[src/rtl/pi2bpsk_sym_seq.sv]
// pi/2-BPSK frame sequencer: serialises coded-bit words LSB-first into phase-wheel
// positions, one symbol per valid/ready handshake, framed between start and done.
module pi2bpsk_sym_seq #(
  parameter int CYC_DIV = 24,
  parameter int WORD_W  = 16,
  parameter int IDX_W   = 16
) (
  input  logic              i_clk,
  input  logic              i_rst,
  input  logic              i_start,
  input  logic [IDX_W-1:0]  i_num_sym,
  input  logic [IDX_W-1:0]  i_start_idx,
  input  logic [WORD_W-1:0] i_bits,
  input  logic              i_bits_valid,
  output logic              o_bits_ready,
  output logic [4:0]        o_cyc_part,
  output logic [IDX_W-1:0]  o_sym_idx,
  output logic              o_valid,
  input  logic              i_ready,
  output logic              o_last,
  output logic              o_busy,
  output logic              o_done
);

  localparam int CNT_W = $clog2(WORD_W + 1);

  localparam logic [4:0] PH_00 = 5'(CYC_DIV / 4 - CYC_DIV / 8);
  localparam logic [4:0] PH_01 = 5'(CYC_DIV / 2 - CYC_DIV / 8);
  localparam logic [4:0] PH_10 = 5'(3 * CYC_DIV / 4 - CYC_DIV / 8);
  localparam logic [4:0] PH_11 = 5'(CYC_DIV - CYC_DIV / 8);

  typedef enum logic [1:0] {IDLE, RUN, DRAIN, DONE} state_t;

  state_t             state_reg;
  logic [WORD_W-1:0]  buf_reg;
  logic [CNT_W-1:0]   cnt_reg;
  logic [IDX_W-1:0]   issue_rem_reg;
  logic [IDX_W-1:0]   idx_next_reg;
  logic               valid_reg;
  logic [4:0]         cyc_reg;
  logic [IDX_W-1:0]   idx_reg;
  logic               last_reg;
  logic               busy_reg;
  logic               done_reg;

  logic               sym_xfer;
  logic               load;
  logic               bits_ready;
  logic               word_acc;
  logic [4:0]         phase_next;

  always_comb begin
    sym_xfer = valid_reg && i_ready;
    load     = (state_reg == RUN) && (cnt_reg != '0) && (issue_rem_reg != '0) &&
               (!valid_reg || i_ready);
    // A new word may be taken in the same cycle the last buffered bit is consumed,
    // which keeps the symbol stream gap-free across word boundaries.
    bits_ready = (state_reg == RUN) && (issue_rem_reg > IDX_W'(cnt_reg)) &&
                 ((cnt_reg == '0) || ((cnt_reg == CNT_W'(1)) && load));
    word_acc = bits_ready && i_bits_valid;

    phase_next = PH_00;
    case ({buf_reg[0], idx_next_reg[0]})
      2'b00:   phase_next = PH_00;
      2'b01:   phase_next = PH_01;
      2'b10:   phase_next = PH_10;
      default: phase_next = PH_11;
    endcase
  end

  always_ff @(posedge i_clk) begin
    if (i_rst) begin
      state_reg     <= IDLE;
      buf_reg       <= '0;
      cnt_reg       <= '0;
      issue_rem_reg <= '0;
      idx_next_reg  <= '0;
      valid_reg     <= 1'b0;
      cyc_reg       <= '0;
      idx_reg       <= '0;
      last_reg      <= 1'b0;
      busy_reg      <= 1'b0;
      done_reg      <= 1'b0;
    end else begin
      done_reg <= 1'b0;
      case (state_reg)
        IDLE: begin
          if (i_start) begin
            issue_rem_reg <= i_num_sym;
            idx_next_reg  <= i_start_idx;
            busy_reg      <= 1'b1;
            if (i_num_sym == '0) begin
              state_reg <= DONE;
              done_reg  <= 1'b1;
            end else begin
              state_reg <= RUN;
            end
          end
        end
        RUN: begin
          if (load) begin
            valid_reg     <= 1'b1;
            cyc_reg       <= phase_next;
            idx_reg       <= idx_next_reg;
            last_reg      <= (issue_rem_reg == IDX_W'(1));
            idx_next_reg  <= idx_next_reg + IDX_W'(1);
            issue_rem_reg <= issue_rem_reg - IDX_W'(1);
            if (issue_rem_reg == IDX_W'(1)) begin
              // Final symbol issued: leftover bits of this word are dropped.
              state_reg <= DRAIN;
              buf_reg   <= '0;
              cnt_reg   <= '0;
            end else if (word_acc) begin
              buf_reg <= i_bits;
              cnt_reg <= CNT_W'(WORD_W);
            end else begin
              buf_reg <= buf_reg >> 1;
              cnt_reg <= cnt_reg - CNT_W'(1);
            end
          end else begin
            if (sym_xfer) begin
              valid_reg <= 1'b0;
            end
            if (word_acc) begin
              buf_reg <= i_bits;
              cnt_reg <= CNT_W'(WORD_W);
            end
          end
        end
        DRAIN: begin
          if (sym_xfer) begin
            valid_reg <= 1'b0;
            last_reg  <= 1'b0;
            state_reg <= DONE;
            done_reg  <= 1'b1;
          end
        end
        default: begin
          state_reg <= IDLE;
          busy_reg  <= 1'b0;
        end
      endcase
    end
  end

  assign o_bits_ready = bits_ready;
  assign o_cyc_part   = cyc_reg;
  assign o_sym_idx    = idx_reg;
  assign o_valid      = valid_reg;
  assign o_last       = last_reg;
  assign o_busy       = busy_reg;
  assign o_done       = done_reg;

endmodule

[config.mk]
export PLATFORM = sky130hd
export DESIGN_NAME = pi2bpsk_sym_seq
export DESIGN_NICKNAME = d
export VERILOG_FILES = /design/src/rtl/pi2bpsk_sym_seq.sv
export SDC_FILE = /design/constraint.sdc
export NUM_CORES = 1
export LEC_CHECK = 0
export CAP_MARGIN = 20
export CORE_UTILIZATION = 48
export CTS_CLUSTER_DIAMETER = 150
export DETAILED_ROUTE_END_ITERATION = 10
export PLACE_DENSITY = 0.78
export SKIP_LAST_GASP = 1
export SYNTH_ARGS = -nofsm -noshare
export SYNTH_HDL_FRONTEND = slang
export SYNTH_SLANG_ARGS = --single-unit
[constraint.sdc]
create_clock -name i_clk -period 2.2 [get_ports i_clk]
set_input_delay 0.44 -clock i_clk [delete_from_list [all_inputs] [get_ports i_clk]]
set_output_delay 0.44 -clock i_clk [all_outputs]
set_load 0.02 [all_outputs]
== Word-level counts from Yosys, hierarchy flattened ==
Index checks and enable logic that the tools add are counted.
Cells by class
  add/sub/neg operators: 3
  multipliers: 0
  divide/modulo/power cells: 0
  $lt $le $gt $ge: 1
  eq/ne operators: 10
  shift-type cells: 0
  multiplexer cells: 33
  bitwise logic cells: 1
  reduce and logical (&&, ||, !) cells: 27
Operators by type and width (number)
  16-bit two-way mux: 8
  16-bit one-hot mux with 2 select lines: 2
  5-bit two-way mux: 4
  16-bit by 1-bit adder with 16-bit output, second input constant: 1
  16-bit by 1-bit == test with 1-bit output, second input constant: 1
  16-bit by 5-bit > comparator with 1-bit output: 1
  16-bit logical NOT: 1
  16-bit nonzero test: 1
  16-bit by 1-bit subtractor with 16-bit output, second input constant: 1
  5-bit one-hot mux with 3 select lines: 1
  2-bit two-way mux: 5
  1-bit logical AND: 8
  1-bit two-way mux: 8
  1-bit one-hot mux with 2 select lines: 4
  2-bit != test, second input constant: 3
  2-bit one-hot mux with 3 select lines: 1
  2-bit AND reduction: 3
  3-bit AND reduction: 2
  2-bit nonzero test: 3
  5-bit by 1-bit == test with 1-bit output, second input constant: 1
  5-bit logical NOT: 1
  5-bit nonzero test: 1
  5-bit by 1-bit subtractor with 5-bit output, second input constant: 1
  2-bit by 1-bit == test with 1-bit output, second input constant: 2
  other kinds (8): 11
Word-level totals
  bits in registers: 80
  latch bits: 0
  memory bits (writable): 0
  memory bits (read-only): 0
  input bits: 53
  output and inout bits: 26
  word-level logic and storage cells: 86
  memories kept: 0

== Depth between registers and ports, before layout ==
  depth in word-level cells: 11
  mapped depth: 11
  mapped depth without buffers: 8

== Worst setup path after synthesis ==
Ideal clock, no wire load.
  path kind: register to register
  from: register cnt_reg[0]
  to: register state_reg[0]
  setup time: 67 ps
  arrival: 2222 ps
  required time: 2133 ps
  setup slack: -89 ps
  stages on the path, launching flop included: 10
  buffers on the path: 1
  clock period less this slack: 2289 ps
  cells stage by stage: dfxtp_1 -> inv_1 -> ha_1 -> or4b_1 -> nand3_1 -> o41a_1 -> buf_6 -> a221o_1 -> or3_1 -> a21oi_2
On the way
  word-level cells in the longest chain between the ends: 6
RTL lines
  start: declaration: RTL line 36  | logic [CNT_W-1:0] cnt_reg;
  start signal: assignment: RTL line 115  | cnt_reg <= CNT_W'(WORD_W);
  start signal: assignment: RTL line 118  | cnt_reg <= cnt_reg - CNT_W'(1);
  start signal: assignment: RTL line 126  | cnt_reg <= CNT_W'(WORD_W);
  5-bit nonzero test: RTL line 54  | load = (state_reg == RUN) && (cnt_reg != '0) && (issue_rem_reg != '0) &&
  1-bit logical AND (3 in series): RTL line 54
  2-bit != test (no source line)
  4-bit AND reduction (no source line)
  end signal: assignment: RTL line 73  | state_reg <= IDLE;
  end signal: assignment: RTL line 93  | state_reg <= DONE;
  end signal: assignment: RTL line 96  | state_reg <= RUN;
  end: declaration: RTL line 34  | state_t state_reg;
No other way between the ends.
A chain may end at the register's enable or synchronous reset.

== Worst setup path after layout ==
  from: register issue_rem_reg[8]
  to: output port o_bits_ready
On the way
  word-level cells in the longest chain between the ends: 6
  elaborated cells on any way between the ends: 8
  classes of those cells: order compare: 1; reduce/logical: 7
RTL lines
  start: declaration: RTL line 37  | logic [IDX_W-1:0] issue_rem_reg;
  start signal: assignment: RTL line 89  | issue_rem_reg <= i_num_sym;
  start signal: assignment: RTL line 107  | issue_rem_reg <= issue_rem_reg - IDX_W'(1);
  parallel branches: the longest is 5 deep, another holds 16-bit by 5-bit > comparator with 1-bit output
  1-bit logical AND (*): RTL line 58  | bits_ready = (state_reg == RUN) && (issue_rem_reg > IDX_W'(cnt_reg)) &&
  end: declaration: RTL line 15  | output logic o_bits_ready,
Every way passes the cells marked *.

==> results.yml <==
outcome:
  status: "complete, but fails checks"
  violations: "negative setup slack"
timing:
  period_needed_ns: 2.40
  skew_ns: 0.00808
  rsz0062_at_grt: "yes"
  clock.fmax_mhz: 417
  relSlewSlack_pct: 65.1
  period_share_pct: 109
  drv_slew: 0
  setup_viol: 14
  tightest_slew_ns: 0.524
  final-hold-violation-count: 0
  setup_slack_ns: -0.196
finish:
  antennaDiodeCount: 0
  final_cell_area_um2: 6140
  area_growth_pct: 41.1
  nets: 750
  drive_above_1_share_pct: 19.9
synthesis:
  synth_area_leaders: "dfxtp_1 37%, nand2_1 7.8%, a21oi_1 7.4%"
  avgSynthCellArea_um2: 7.92
  synth_enable_flop_cells: 0
  synth.lib_cells_used.distinct: 54
  postSynthCellCount: 549
  yosysTopAreaCell: "dfxtp_1"
  ys_ff_latch: 80
  synth_flop_cell: "dfxtp_1"
  yosysMostFrequentCell: "nand2_1"
  synth_fp_nets: 621
  synth_top_cell_area_share_pct: 36.8
  synth_async_sr_flop_share_pct: 0
  yosys_warnings: 0
  synth_common_cells: "90 x nand2_1, 80 x dfxtp_1, 64 x a21oi_1"
  synth_seq_area_share_pct: 36.8
  synth_area_um2: 4350
clock_network:
  clk_pin_slew_ns: 0.09
  cts_inserted_buffers: 9
  clk_latency_ns: 0.36
  cts-root-buf: "clkbuf_8"
  cts_hold_buf: 0
  cts-htree-levels: 3
  clk_path_buf_depth: 2
  tritoncts: "done"
  clock_sinks: 80
floorplan:
  die-area_um2: 9450
  start_util_pct: 49.6
  io_pins: 79
  die_h_um: 97.2
  rows: 34
  core_um2: 8760
  die_w_um: 97.2
global_route:
  antenna_found_initial: 0
  grt_use_met3_pct: 3.88
  met1_usage_pct: 36.1
  grt_first_pass_wirelength_mm: 21.9
  grt_usage_pct: 27.9
  met2_usage_pct: 47.6
  grt.busiest_layer: "met2"
  first_global_vias: 4562
  grt_overflow: 0
  grt_max_degree: 45
power_and_ir_drop:
  clkPwrFrac_pct: 15.6
  p_comb_share_pct: 58.2
  finalPower_uw: 7820
  seqPwrFrac_pct: 26.2
  p_leak_uw: 0.00228
  p_switching_uw: 3280
  swShare_pct: 42.0
  p_per_area_nw_per_um2: 1270
  p_int_uw: 4540
  vdd_ir_drop_max_mv: 0.758
routing:
  viasPerCell: 6.04
  drc: 0
  dr.pass1.iters: 5
  detail_route.wl_per_cell_um: 16.5
  via_count: 4780
  routed_wl_mm: 13.1
  drt_iter0_markers: 329
  ant_nets: 0
setup_path:
  end_kind: "primary output"
  crit_fanout: 2
  worstPathArrival_ns: 1.96
  crit_type: "flop to primary output"
  crit_required_ns: 1.76
  crit_path_start_kind: "flop"
placement:
  pre_cts_slack_ns: -0.344
  gp_congestion: 0.933
  dpl.hpwl_mm: 9.18
  dpl_cell_area_um2: 5730
  io_buffers: 78
run:
  cap_violations: 0
worst_hold_path:
  hp-class: "flop to flop"
==> routing by layer <==
layer  wire length (µm)  up-vias
met5                  0        -
met4                252        0
met3                767       22
met2               6420      179
met1               5610     2271
li1                   -     2308
==> worst paths after layout <==
path,startpoint,to,slack [ns],cells past startpoint
worst min-delay path,o_sym_idx[1],o_sym_idx[1],0.46,2
worst min register to register,o_sym_idx[1],o_sym_idx[1],0.46,2
worst max-delay path,issue_rem_reg[8],o_bits_ready,-0.20,5
worst max register to register,issue_rem_reg[11],state_reg[1],-0.16,8
==> placed cells by master, fill, tap and decap left out, types with 6 or more instances in the layout <==
master / Yosys / final
a211oi_1: 24 / 18
a211oi_2: 0 / 6
a21oi_1: 64 / 61
a222oi_1: 15 / 15
a31oi_1: 7 / 7
a32o_1: 6 / 6
and3_1: 7 / 7
buf_12: 0 / 6
buf_4: 0 / 69
buf_6: 1 / 6
clkbuf_8: 0 / 9
clkdlybuf4s50_1: 0 / 76
dfxtp_1: 80 / 76
ha_1: 19 / 17
inv_1: 17 / 16
nand2_1: 90 / 89
nand3_1: 10 / 9
nand4_1: 8 / 8
nor2_1: 35 / 35
nor3_1: 21 / 21
nor4_1: 6 / 6
o21ai_0: 19 / 19
o21ai_1: 6 / 6
o32ai_1: 8 / 8
==> critical path, cell delays in order (launching register included) <==
cell,delay (ns)
dfxtp_1,0.32
or4_4,0.56
nor3_4,0.19
nand2_1,0.11
o211a_4,0.29
buf_6,0.13
==> per-stage QoR <==
| stage | instances | util (%) | TNS, ns | hold WS [ns] |
|---|---|---|---|---|
| global route | 791 | 70.0 | -2.26 | 0.483 |
| floorplan | 549 | - | 0 | 0.440 |
| CTS | 791 | 68.9 | -2.72 | 0.460 |
| finish | 791 | 70.0 | -0.708 | 0.458 |
| global placement | 769 | 65.3 | -6.78 | 0.441 |
| detailed placement | 769 | 65.3 | -8.47 | 0.447 |
==> power by group through the flow <==
stage                     Clock [µW]  Sequential (µW)  Combinational [µW]
final                           1220             2050                4550
after global routing            1290             2090                4950
after CTS                       1230             2030                4270
after detailed placement           0             2060                4040
after global placement             0             2040                3910
after floorplan                    0             2070                2500
==> cell type report <==
| class | instances | area [µm²] |
|---|---|---|
| inverters | 18 | 67.6 |
| multi-input cells | 410 | 2620 |
| clock buffers | 10 | 128 |
| well taps | 108 | 135 |
| fillers | 708 | 2630 |
| repair buffers | 159 | 1490 |
| clock inverters | 6 | 92.6 |
| flip-flops and latches | 80 | 1610 |
==> repair_timing <==
| item | CTS | global route |
|---|---|---|
| endpoints found under the setup margin | 28 | 44 |
| gates resized for setup | 19 | 24 |
| buffers inserted | 6 | 0 |
| pin swaps | 8 | 8 |
==> cells by family after synthesis <==
family | count (synthesis) | share of synthesized area [%]
AOI/OAI and AO/OA | 177 | 27.4
buffers and inverters | 59 | 5.58
muxes | 7 | 1.70
DFF | 80 | 36.8
and+or+nand+nor | 207 | 23.0
adders and majority gates | 19 | 5.47
No activity file was read; power rests on OpenSTA's default activity.
